===== src/rtl/instr_fetch.sv =====
// Instruction fetch stage: owns the PC, fetches over a ready handshake and holds the word for decode.
// Optional bus-error trapping into a sticky FAULT state is enabled by defining FETCH_ERR_EN.
module instr_fetch #(
  parameter logic [31:0] RESET_PC = 32'h0000_0000
) (
  input  logic        clk,
  input  logic        reset,
  output logic        imem_req,
  output logic [31:0] imem_addr,
  input  logic        imem_ready,
  input  logic [31:0] imem_rdata,
  input  logic        imem_err,
  input  logic        advance,
  input  logic        branch,
  input  logic        jump,
  input  logic        zero,
  output logic [31:0] pc,
  output logic [31:0] pc_plus4,
  output logic [31:0] instr,
  output logic [5:0]  opcode,
  output logic        instr_valid,
  output logic        fetch_fault
);

`ifdef FETCH_ERR_EN
  typedef enum logic [1:0] {FETCH, HOLD, FAULT} state_e;
`else
  typedef enum logic {FETCH, HOLD} state_e;
  logic unused_imem_err;
  assign unused_imem_err = imem_err;
`endif

  localparam logic [31:0] RESET_PC_AL = {RESET_PC[31:2], 2'b00};

  state_e      state_q, state_d;
  logic [31:0] pc_q, pc_d;
  logic [31:0] instr_q, instr_d;
  logic [31:0] br_off;
  logic [31:0] next_pc;

  assign pc_plus4 = pc_q + 32'd4;
  assign br_off   = {{14{instr_q[15]}}, instr_q[15:0], 2'b00};

  // jump outranks branch; both only matter in the advance cycle
  always_comb begin
    if (jump)                next_pc = {pc_plus4[31:28], instr_q[25:0], 2'b00};
    else if (branch && zero) next_pc = pc_plus4 + br_off;
    else                     next_pc = pc_plus4;
  end

  always_comb begin
    state_d = state_q;
    pc_d    = pc_q;
    instr_d = instr_q;
    case (state_q)
      FETCH: begin
        if (imem_ready) begin
`ifdef FETCH_ERR_EN
          if (imem_err) begin
            state_d = FAULT;
          end else begin
            state_d = HOLD;
            instr_d = imem_rdata;
          end
`else
          state_d = HOLD;
          instr_d = imem_rdata;
`endif
        end
      end
      HOLD: begin
        if (advance) begin
          state_d = FETCH;
          pc_d    = next_pc;
        end
      end
      default: ;
    endcase
  end

  always_ff @(posedge clk or posedge reset) begin
    if (reset) begin
      state_q <= FETCH;
      pc_q    <= RESET_PC_AL;
      instr_q <= 32'd0;
    end else begin
      state_q <= state_d;
      pc_q    <= pc_d;
      instr_q <= instr_d;
    end
  end

  // request is gated by reset so an abandoned fetch drops without waiting for a clock
  assign imem_req    = (state_q == FETCH) && !reset;
  assign imem_addr   = pc_q;
  assign pc          = pc_q;
  assign instr       = instr_q;
  assign opcode      = instr_q[31:26];
  assign instr_valid = (state_q == HOLD);
`ifdef FETCH_ERR_EN
  assign fetch_fault = (state_q == FAULT);
`else
  assign fetch_fault = 1'b0;
`endif

endmodule


===== config.mk =====
export PLATFORM = sky130hd
export DESIGN_NAME = instr_fetch
export DESIGN_NICKNAME = d
export VERILOG_FILES = /design/src/rtl/instr_fetch.sv
export SDC_FILE = /design/constraint.sdc
export NUM_CORES = 1
export LEC_CHECK = 0
export ABC_AREA = 1
export CAP_MARGIN = 20
export CORE_ASPECT_RATIO = 1.25
export CORE_MARGIN = 2
export CORE_UTILIZATION = 45
export DETAILED_ROUTE_END_ITERATION = 7
export HOLD_SLACK_MARGIN = 0.1
export PLACE_DENSITY = 0.82
export RECOVER_POWER = 50
export SLEW_MARGIN = 25
export SYNTH_ARGS = -nofsm -noshare
export SYNTH_HDL_FRONTEND = slang
export SYNTH_SLANG_ARGS = --single-unit

===== constraint.sdc =====
create_clock -name clk -period 2.9 [get_ports clk]
set_input_delay 0.29 -clock clk [delete_from_list [all_inputs] [get_ports clk]]
set_output_delay 0.29 -clock clk [all_outputs]
set_load 0.05 [all_outputs]

Word-level counts from Yosys, hierarchy flattened
Cells that the tools add are included.
{"block": "totals", "out_inout_bits": 137, "ff_bits": 65}
{"block": "classes", "bitwise": 1, "addsub": 2, "mux": 5, "n_reduce_logical": 5}
{"op": "two-way mux 32 bit", "count": 2}
{"op": "adder 32 x 3 -> 32 bit (second input constant)", "count": 1}
{"op": "adder 32 bit", "count": 1}
{"op": "AND reduction 2 bit", "count": 2}
{"op": "logical AND 1 bit", "count": 2}
{"op": "two-way mux 1 bit", "count": 2}
{"op": "case mux 1 bit (2 select lines)", "count": 1}
{"op": "zero test 1 bit", "count": 1}
{"op": "inverter 1 bit", "count": 1}

Logic depth before layout (Yosys ltp)
{"block": "depth", "depth_word": 4, "mapped_depth": 25, "ltp_nobuf": 25}

Least setup slack after synthesis
No wires, ideal clock.
{"block": "synth_timing", "path_type": "flip-flop to flip-flop", "from": "register pc_q[4], in the netlist imem_addr[4]", "to": "register pc_q[27], in the netlist imem_addr[27]", "required_ns": 2.782, "period_less_slack_ns": 3.565, "path_stages_with_launch": 20, "slack_ns": -0.665, "t_arrival_ns": 3.447, "n_path_buf": 0, "path_cell_list": "dfrtp_1 -> nand2_2 -> nor2_4 -> nand2_4 -> nor2_2 -> nand2_2 -> xor2_1 -> ha_1 -> nand2_1 -> inv_1 -> nand2_1 -> nand2_1 -> a21oi_1 -> nor2_1 -> nor2_1 -> nand2_1 -> nand2_1 -> nand3_1 -> nand2_1 -> nand2_1"}
{"block": "synth_between", "elab_chain_len": 4}
{"element": "from (decl)", "line_no": "36", "source": "logic [31:0] pc_q, pc_d;"}
{"element": "from (signal assigned)", "line_no": "88", "source": "pc_q <= pc_d;"}
{"element": "adder 32 x 3 -> 32 bit", "line_no": "41", "source": "assign pc_plus4 = pc_q + 32'd4;"}
{"element": "via pc_plus4[13]", "line_no": "18", "source": "output logic [31:0] pc_plus4,"}
{"element": "adder 32 bit", "line_no": "47", "source": "else if (branch && zero) next_pc = pc_plus4 + br_off;"}
{"element": "two-way mux 32 bit", "line_no": "47"}
{"element": "two-way mux 32 bit", "line_no": "46", "source": "if (jump) next_pc = {pc_plus4[31:28], instr_q[25:0], 2'b00};"}
The timed path passes the listed nets, and every way through them passes these cells.
A chain may end at the register's enable or synchronous reset.

Worst setup path after layout
{"block": "layout_timing", "from": "register pc_q[3], in the netlist imem_addr[3]", "to": "register pc_q[23], in the netlist imem_addr[23]"}
{"block": "layout_between", "elab_chain_len": 4}
{"element": "adder 32 x 3 -> 32 bit *", "line_no": "41"}
{"element": "adder 32 bit", "line_no": "47"}
{"element": "two-way mux 32 bit *", "line_no": "47"}
{"element": "two-way mux 32 bit *", "line_no": "46"}
Every way passes the cells marked *; elsewhere a longest branch is shown, timed or not.

==> key figures <==
Status
  • Status: complete, but fails checks
  • Failing checks: max-capacitance violations, max-slew violations, negative setup slack

Layout
  • Diode count: 0
  • Post-layout nets: 1306
  • Layout Area Growth over Synthesis: 54.5%
  • Share of cells above drive strength 1: 28.8%
  • Final core utilization: 71.1%
  • Fill cells: 1046

Setup path
  • Critical path's top delay family: simple AND/OR/NAND/NOR gates
  • RR Startpoint: imem_addr[3]$_DFFE_PP0P_
  • CP max stage cell: dfrtp_2
  • CP arrival: 3130 ps
  • Biggest cell delay along the critical path: 440 ps
  • Most used cell, CP: nand2_1
  • Crit path depth: 23
  • Worst-path cell chain: ha_4 > nand3_4 > inv_4 > nand2_4 > nor2_4 > nand2_2 > inv_2 > or2_4 > nand2_4 > clkinvlp_4 > ha_4 > nand2_1 > nand2_1 > nand2_2 > nand2_4 > a21oi_2 > nand2_2 > nand2_2 > nand2_1 > nand2_1 > nand3_2 > nand2_1 > o21ai_1
  • Worst Path Buf+Inv: 3
  • FF-to-FF path depth: 23
  • R2r endpoint: imem_addr[23]$_DFFE_PP0P_
  • CP required: 3110 ps
  • Setup crit end kind: flop
  • Worst-path fanout max: 4
  • Worst setup SP type: flop
  • CP Class: flop to flop
  • Internal reg-to-reg setup slack: -30 ps
  • Crit path to: imem_addr[23]$_DFFE_PP0P_
  • Crit. Startpoint: imem_addr[3]$_DFFE_PP0P_

Yosys
  • Sequential share of the synthesized area: 24.7%
  • Post-synth EDFFs: 0
  • Synth Cell Area: 0.00639 sq mm
  • Ys Warns: 0
  • Async S/R FF share, synth: 100%
  • Post-synth top area share: 24.7%
  • Top FF cell, synth: dfrtp_1
  • Mapped Avg Cell Area: 6.36 sq um
  • Cell count after synthesis: 1005
  • Most frequent cell after synthesis: nand2_1
  • Largest cells by area after synthesis: dfrtp_1 (25%), nand2_1 (19%), inv_1 (9.7%)
  • Post-synth cell types: 44
  • Yosys top cell by area: dfrtp_1
  • List of most frequent post-synthesis cells: nand2_1 (328), inv_1 (165), nor2_1 (91)
  • Register bit total from synthesis: 63

Timing
  • Final period util: 101%
  • Finish-stage setup viols: 2
  • Final Skew: 9.58 ps
  • Max Slew Vio Count: 39
  • Worst relative slew slack: -5.31%
  • Minimum clock period: 2930 ps
  • Hold Vio Cnt, Final: 0
  • Hold WS: 511 ps
  • Fmax: 0.342 GHz
  • Setup ws final: -25.4 ps
  • Slew @ Worst Pin: 1580 ps
  • RSZ-0062 raised after global routing: yes

Clock network
  • CTS Buf Count: 9
  • Clk pin slew, worst setup/hold paths: 70 ps
  • TritonCTS clock tree: yes
  • Clock Latency Late Sink: 350 ps
  • CTS sink count: 63
  • Longest Clk Path Bufs: 2
  • Post-CTS Hold Buffers: 0
  • CTS root buf: clkbuf_16
  • CTS HTree Levels: 3

Drt
  • Vias: 7592
  • Detailed Route WL: 24500 um
  • Vias per inst: 5.39
  • Routed wire per std cell: 17.4 um
  • Remaining DRCs: 0
  • DR pass1 iterations: 5
  • DRT iter0 DRCs: 559
  • Detail Route Antenna Nets: 0

Worst hold path
  • Hold crit path type: primary input to flop

Die
  • Initial core utilization: 46.0%
  • I/O pin count: 177
  • Die height: 137 um
  • Die ar.: 0.0152 sq mm
  • Die width: 111 um
  • CORE AREA: 0.0139 sq mm
  • Num rows: 48

Placed design
  • Dpl hpwl: 17600 um
  • Port Buffers: 168
  • Global placer's final weighted congestion: 0.979

Global route
  • First-pass GRT wire length: 35500 um
  • Vias in the first global route: 7038
  • Initial antenna violation count: 0
  • GRT overflow: 0
  • Largest net degree at the start of global routing: 41
  • GR Util All Layers: 29.7%

Power and ir drop
  • VDD IR-drop max: 830 uV
  • Pleak: 0.00493 uW
  • PwrDens: 1220 mW/mm^2
  • Power, Total: 12000 uW

Flow run
  • MaxCap Viol Count: 1
## final cells by class
| type | count | area, sq um | share of cell area (%) |
|---|---|---|---|
| multi-input cells | 718 | 4640 | 47.0 |
| flip-flops and latches | 63 | 1600 | 16.2 |
| inverters | 170 | 656 | 6.64 |
| repair buffers | 267 | 2400 | 24.4 |
| clock inverters | 7 | 128 | 1.29 |
| well taps | 175 | 219 | 2.22 |
| clock buffers | 9 | 225 | 2.28 |
## worst min-delay path: stages
cell	delay, ps
clkdlybuf4s50_1	390
nor2_1	100
a21oi_1	40
## registers in the layout (all words and copies together), names as in the netlist
name,count
imem_addr,30
instr,32
instr_valid,1
## stage by stage
| stage | cell area, sq um | setup WS [ps] | cells | TNS [ps] |
|---|---|---|---|---|
| 2_1_floorplan | 6730 | -102 | 1011 | -1090 |
| 3_3_place_gp | 8750 | 12.4 | 1369 | 0 |
| 4_1_cts | 9140 | 0.255 | 1385 | 0 |
| 3_5_place_dp | 8750 | -38.8 | 1369 | -124 |
| 6_report | 9870 | -25.4 | 1409 | -44.1 |
| 5_1_grt | 9870 | -147 | 1409 | -1530 |
## how the worst min path moves through the flow
stage,depth (start not counted),endpoint,slack [ps],startpoint
after floorplan,1,instr_valid$_DFF_PP0_,400,advance
after global placement,1,instr[16]$_DFFE_PP0P_,510,instr[16]$_DFFE_PP0P_
after detailed placement,1,instr[18]$_DFFE_PP0P_,520,instr[18]$_DFFE_PP0P_
after CTS,3,instr[3]$_DFFE_PP0P_,510,imem_rdata[3]
after global routing,3,instr[3]$_DFFE_PP0P_,520,imem_rdata[3]
final,3,instr[3]$_DFFE_PP0P_,510,imem_rdata[3]
## cells by family (layout without fill, tap and decap cells)
group                    after synthesis  count (layout)  share of synthesized area (%)
AND/OR/NAND/NOR                      531             531                           35.7
adder cells (fa/ha/maj)               37              37                           7.36
buffers and inverters                230             453                           16.6
AO/OA/AOI/OAI                         94              94                           7.95
other                                  1               7                         0.0587
multiplexers                          23              23                           4.05
XOR/XNOR                              26              26                           3.56
flip-flops                            63              63                           24.7
## metal layers
| metal | vias up | part of all wire [%] | routed length, um | global-route usage, % |
|---|---|---|---|---|
| met2 | 445 | 49 | 12100 | 53.5 |
| li1 | 3508 | - | - | - |
| met1 | 3515 | 35 | 8690 | 33.8 |
| met5 | - | 0 | 0 | 0 |
| met3 | 124 | 8.3 | 2050 | 5.15 |
| met4 | 0 | 6.8 | 1670 | 16.3 |
## cell usage in the layout (no fill, tap or decap), drive strengths merged, types with 4 or more instances in the layout
cell           Yosys  final
ha                36     36
clkbuf            12     12
nand3             65     65
nand2            340    340
xor2              23     23
or2                5      5
nor2             103    103
mux2              23     23
conb               1      7
buf               46    106
nor3               8      8
inv              169    167
clkinvlp           0      4
dlymetal6s2s       1      5
dfrtp             63     63
dlygate4sd3        0     25
clkdlybuf4s50      0    126
a21oi             51     51
o21ai             29     29
nand4              7      7
## power breakdown
part           internal, uW  switching (uW)  total [uW]
sequential             1160             360        1520
clock                   852             480        1330
combinational          3250            5900        9150
total                  5260            6740       12000
## what timing repair did
action | in CTS | in global routing
pin swaps | 1 | 58
resized for setup | 9 | 133
endpoints found under the setup margin | 10 | 29
buffers inserted | 0 | 24
No activity file was read; power rests on OpenSTA's default activity.
